### src/rtl/pulse_symbol_engine.sv
// Pulse symbol engine: one-entry symbol buffer feeding an IDLE/RUN emitter of timed levels.
// Optional carrier modulation of level-1 symbols when PULSE_CARRIER_EN is defined.
module pulse_symbol_engine #(
   parameter int DUR_W = 8,
   parameter int PRE_W = 4
) (
   input  logic             clk,
   input  logic             sys_rst,
   input  logic             en,
   input  logic [PRE_W-1:0] prescale,
   input  logic             idle_level,
   input  logic             sym_valid,
   input  logic             sym_level,
   input  logic [DUR_W-1:0] sym_dur,
`ifdef PULSE_CARRIER_EN
   input  logic [7:0]       carrier_half,
`endif
   output logic             sym_ready,
   output logic             sig_out,
   output logic             busy,
   output logic             done
);

   typedef enum logic {IDLE, RUN} state_t;

   state_t           state;
   logic             buf_full;
   logic             buf_level;
   logic [DUR_W-1:0] buf_dur;
   logic             cur_level;
   logic [DUR_W-1:0] dur_l;
   logic [DUR_W-1:0] dur_cnt;
   logic [PRE_W-1:0] pre_l;
   logic [PRE_W-1:0] pre_cnt;
`ifdef PULSE_CARRIER_EN
   logic [7:0]       car_cnt;
`endif

   logic accept;
   logic sym_end;

   assign sym_ready = en && !buf_full && !sys_rst;
   assign accept    = sym_valid && sym_ready;
   // Counters index the clock within the symbol, so the last clock is (dur, prescale).
   assign sym_end   = (state == RUN) && (pre_cnt == pre_l) && (dur_cnt == dur_l);

   always_ff @(posedge clk) begin
      if (sys_rst) begin
         state     <= IDLE;
         buf_full  <= 1'b0;
         buf_level <= 1'b0;
         buf_dur   <= '0;
         cur_level <= 1'b0;
         dur_l     <= '0;
         dur_cnt   <= '0;
         pre_l     <= '0;
         pre_cnt   <= '0;
         sig_out   <= 1'b0;
         busy      <= 1'b0;
         done      <= 1'b0;
`ifdef PULSE_CARRIER_EN
         car_cnt   <= '0;
`endif
      end else if (!en) begin
         state    <= IDLE;
         buf_full <= 1'b0;
         sig_out  <= idle_level;
         busy     <= 1'b0;
         done     <= 1'b0;
      end else begin
         done <= 1'b0;
         // accept needs an empty buffer and a load needs a full one, so they never collide
         if (accept) begin
            buf_full  <= 1'b1;
            buf_level <= sym_level;
            buf_dur   <= sym_dur;
         end
         if (buf_full && (state == IDLE || sym_end)) begin
            state     <= RUN;
            buf_full  <= 1'b0;
            cur_level <= buf_level;
            dur_l     <= buf_dur;
            pre_l     <= prescale;
            dur_cnt   <= '0;
            pre_cnt   <= '0;
            sig_out   <= buf_level;
            busy      <= 1'b1;
`ifdef PULSE_CARRIER_EN
            car_cnt   <= '0;
`endif
         end else if (state == IDLE || sym_end) begin
            state   <= IDLE;
            sig_out <= idle_level;
            busy    <= 1'b0;
            done    <= sym_end;
         end else begin
            if (pre_cnt == pre_l) begin
               pre_cnt <= '0;
               dur_cnt <= dur_cnt + DUR_W'(1);
            end else begin
               pre_cnt <= pre_cnt + PRE_W'(1);
            end
`ifdef PULSE_CARRIER_EN
            if (cur_level) begin
               if (car_cnt == carrier_half) begin
                  car_cnt <= '0;
                  sig_out <= ~sig_out;
               end else begin
                  car_cnt <= car_cnt + 8'd1;
               end
            end else begin
               sig_out <= 1'b0;
            end
`else
            sig_out <= cur_level;
`endif
         end
      end
   end

endmodule
### config.mk
export PLATFORM = sky130hd
export DESIGN_NAME = pulse_symbol_engine
export DESIGN_NICKNAME = d
export VERILOG_FILES = /design/src/rtl/pulse_symbol_engine.sv
export SDC_FILE = /design/constraint.sdc
export NUM_CORES = 1
export LEC_CHECK = 0
export CAP_MARGIN = 20
export CORE_MARGIN = 2
export CORE_UTILIZATION = 49
export DETAILED_ROUTE_END_ITERATION = 6
export PLACE_DENSITY = 0.73
export SYNTH_ARGS = -nofsm -noshare
export SYNTH_HDL_FRONTEND = slang
export SYNTH_SLANG_ARGS = --single-unit
### constraint.sdc
create_clock -name clk -period 2.1 [get_ports clk]
set_clock_uncertainty 0.2 [all_clocks]
set_input_delay 0.21 -clock clk [delete_from_list [all_inputs] [get_ports clk]]
set_output_delay 0.21 -clock clk [all_outputs]
set_load 0.005 [all_outputs]
==> results.md <==
- Violated checks: setup timing
- Synth Area in Adders: 0.0133
- Psw: 0.000554 W
- I/O Buffers: 21
- Hold Crit Class: register to register
- WL per Instance: around 15 um
- Synthesis-stage register bit count: 38
- Max Clock Freq: 464 MHz
- Largest family of logic cells by synthesized area: compound AO/OA/AOI/OAI gates
- Global Route Usage Sum: 0.237
- First-pass GRT wire length: slightly below 8000 um
- CTS Hold Bufs: 0
- Worst Setup End Kind: register
- Largest net degree at the start of global routing: 32
- Max-cap violation count: 0
- Vias per inst: 5.71
- Overflow left after global routing: 0
- Synth area leader: dfxtp_1
- R2R Setup Slk: -0.06 ns
- Area delta synth->final: 28.0%
- Relative slew slack: 0.656
- Vias in the first global route: 1692
- Synth Flop Type: dfxtp_1
- Hold depth: 2
- Clock buffer depth: 2
- Clk sinks: 38
- Seq pwr share: 0.445
- Htree depth: 2
- Critical path, cell by cell: xor2_1 -> or4_4 -> o41a_4 -> a221oi_2 -> mux2i_1
- Endpoint, Worst Hold: buf_dur[6]$_SDFFE_PP0P_
- Compound-cell area share of the yosys netlist: 0.232
- Post-synthesis mux area share: 0.0160
- Number of antenna violations at the first check in global routing: 0
- Clk pwr share: 0.328
- Top cell type's share of synthesized area: 0.406
- CP max-delay cell: or4_4
- Share of layout cells above drive strength 1: 0.158
- Design Power: 0.00185 W
- Std cell rows: 22
- Reg clk slew, reported paths: 0.07 ns
- Clk_lat worst skew: between 0.2 and 0.3 ns
- Layout Nets: 279
- CP Data Arrival Time: 2.13 ns
- Lkg Pwr: 0.844 nW
- Max-slew violation count: 0
- # diodes: 0
- Post-synth EDFFs: 0
- Initial core utilization: 0.512
- Register area share after synthesis: 0.406
- Fin Setup TNS: -0.0560 ns
- Die Area: 4340 um2
- Ports: 22
- Vias: 1759
- Root buf cell: clkbuf_8
- R2R cell count: 5
- Synth Net Count: 240
- Period utilisation layout: 1.03
- DRC viols: 0
- Synth Cell Area: 1880 um2
- Die width: approximately 66 um
- CP Class: register to register
- Mean post-synth cell area: 8.53 um2
- DRT antenna net count: 0
- CTS tree: built
- Synth top area cells: dfxtp_1 (41%), a21oi_1 (6.9%), nand2_1 (5.8%)
- Warning count from the yosys run: 0
- Die H: 65.9 um
- Worst Min Path Start: buf_dur[6]$_SDFFE_PP0P_
- Max stage delay on crit path: approximately 0.6 ns
- Ys async rst share: 0
- Logic gate share of total power: 0.227
- Fillcell total: 309
- Post-DP HPWL: ~3300 um
- Sw Share: 0.299
- Max FO, Critical Path: 6
- Placeable core area: 3660 um2
- Pwr dens: 771 nW/um2
- Int Pwr: 0.00130 W
- Worst reg2reg startpoint: pre_cnt[1]$_SDFFE_PP0P_
- Cell count after synthesis: 220
- XOR/XNOR Fraction of Synth Area: 0.0607
- Worst Tran Pin Value: between 0.5 and 0.6 ns
- Post-layout min period: 2.16 ns
- WP data required: 2.07 ns
- Yosys cell types: 39
- Top cells by count, synth: dfxtp_1 (38), nand2_1 (29), a21oi_1 (26)
- Crit path launch type: register
- RSZ-0062 raised after global routing: true
- Most common cell in the netlist: dfxtp_1
- CTS buffer count: 5
- Status: complete, but fails checks
- Pre-antenna DRT Iters: 4
- Worst Slack Setup Final: -0.0560 ns
- Synth Area in Simple Gates: 0.218
- Routed WL: 4640 um
- Final Hold Viols: 0
- Maximum VDD drop: 0.459 mV
- DR iter-0 viols: roughly 120
- Gp weighted congestion: ~0.84
- Setup violators final: 1
- FF-to-FF End: dur_cnt[2]$_SDFFE_PP0P_
==> layer usage <==
layer  up-vias  part of all wire  global-route usage
li1        884                 -                   -
met3        16             0.041              0.0630
met4         0             0.032               0.107
met1       821              0.42               0.285
met5         -                 0                   0
met2        38              0.50               0.395
==> through the flow <==
step	utilization	cell area (um2)	hold WS [ns]	setup slack (ns)	cells
2_1_floorplan	-	1880	0.146	-0.00124	220
3_3_place_gp	0.616	2250	0.245	0.0143	300
3_5_place_dp	0.616	2250	0.247	-0.0377	300
4_1_cts	0.645	2360	0.254	-0.0574	308
5_1_grt	0.656	2400	0.264	-0.0949	308
6_report	0.656	2400	0.256	-0.0560	308
==> power groups by stage <==
stage                     Combinational [W]  Clock [W]  Sequential [W]
final                              0.000420   0.000608        0.000823
after global routing               0.000461   0.000654        0.000827
after CTS                          0.000412   0.000619        0.000821
after detailed placement           0.000407          0        0.000838
after global placement             0.000395          0        0.000835
after floorplan                    0.000264          0        0.000823
==> what timing repair did <==
item / CTS / global route
setup buffers: 0 / 0
pin swaps: 2 / 1
gates cloned: 0 / 0
endpoints found under the setup margin: 2 / 11
gates resized for setup: 1 / 8
==> state kept, by name (all words and copies together), names as in the netlist <==
| register | cells |
|---|---|
| pre_l | 4 |
| pre_cnt | 4 |
| buf_dur | 8 |
| buf_full | 1 |
| state | 1 |
| done | 1 |
| buf_level | 1 |
| dur_l | 8 |
| sig_out | 1 |
| dur_cnt | 8 |
| cur_level | 1 |
==> worst max path at each step <==
stage	from	endpoint	cells after the start
global placement	pre_cnt[2]$_SDFFE_PP0P_	dur_cnt[2]$_SDFFE_PP0P_	5
CTS	pre_cnt[1]$_SDFFE_PP0P_	dur_cnt[2]$_SDFFE_PP0P_	5
floorplan	pre_cnt[2]$_SDFFE_PP0P_	dur_cnt[2]$_SDFFE_PP0P_	5
detailed placement	pre_cnt[2]$_SDFFE_PP0P_	dur_cnt[2]$_SDFFE_PP0P_	5
global route	pre_cnt[1]$_SDFFE_PP0P_	dur_cnt[2]$_SDFFE_PP0P_	5
finish	pre_cnt[1]$_SDFFE_PP0P_	dur_cnt[2]$_SDFFE_PP0P_	5
==> worst max-delay path: cells and delay by family (launching register included) <==
family                    cells  cell delay [ns]
xor gates and xnor gates      1             0.17
and+or+nand+nor               1             0.60
AOI/OAI and AO/OA             2             0.64
muxes                         1             0.10
DFF                           1             0.33
==> layout make-up <==
type	instances	area, um2	share of cell area
multi-input combinational	160	1040	0.435
sequential	38	762	0.318
timing repair buffer	44	390	0.163
clock buffer	7	76.3	0.0318
tap	48	60.1	0.0250
inverter	10	37.5	0.0156
clock inverter	1	30.0	0.0125
==> layout by cell type, fill, tap and decap left out, types with 2 or more instances in the layout <==
cell type        instances
nand3_2                  2
nor2_1                  13
xor2_1                   5
nand3b_1                 2
buf_6                    2
a21oi_1                 26
and4_1                   2
nand2b_1                 2
ha_1                     2
o31ai_2                  4
a31oi_1                  2
nand2_1                 29
o211ai_1                 6
mux2i_1                  3
clkbuf_1                 2
xnor2_1                  8
clkdlybuf4s50_1         21
buf_4                   21
and3_1                   2
nand3_1                  5
nand4_1                 16
o21ai_0                  6
o31ai_1                  9
dfxtp_1                 37
inv_1                   10
and2_1                   2
clkbuf_8                 5
==> cell families (layout without fill, tap and decap cells) <==
| kind of cell | count (synthesis) | after routing |
|---|---|---|
| flip-flops | 38 | 38 |
| buffers and inverters | 22 | 62 |
| AND/OR/NAND/NOR | 81 | 81 |
| adder cells (fa/ha/maj) | 2 | 2 |
| XOR/XNOR | 13 | 13 |
| AO/OA/AOI/OAI | 61 | 61 |
| multiplexers | 3 | 3 |
Power figures use the tool's default switching activity.
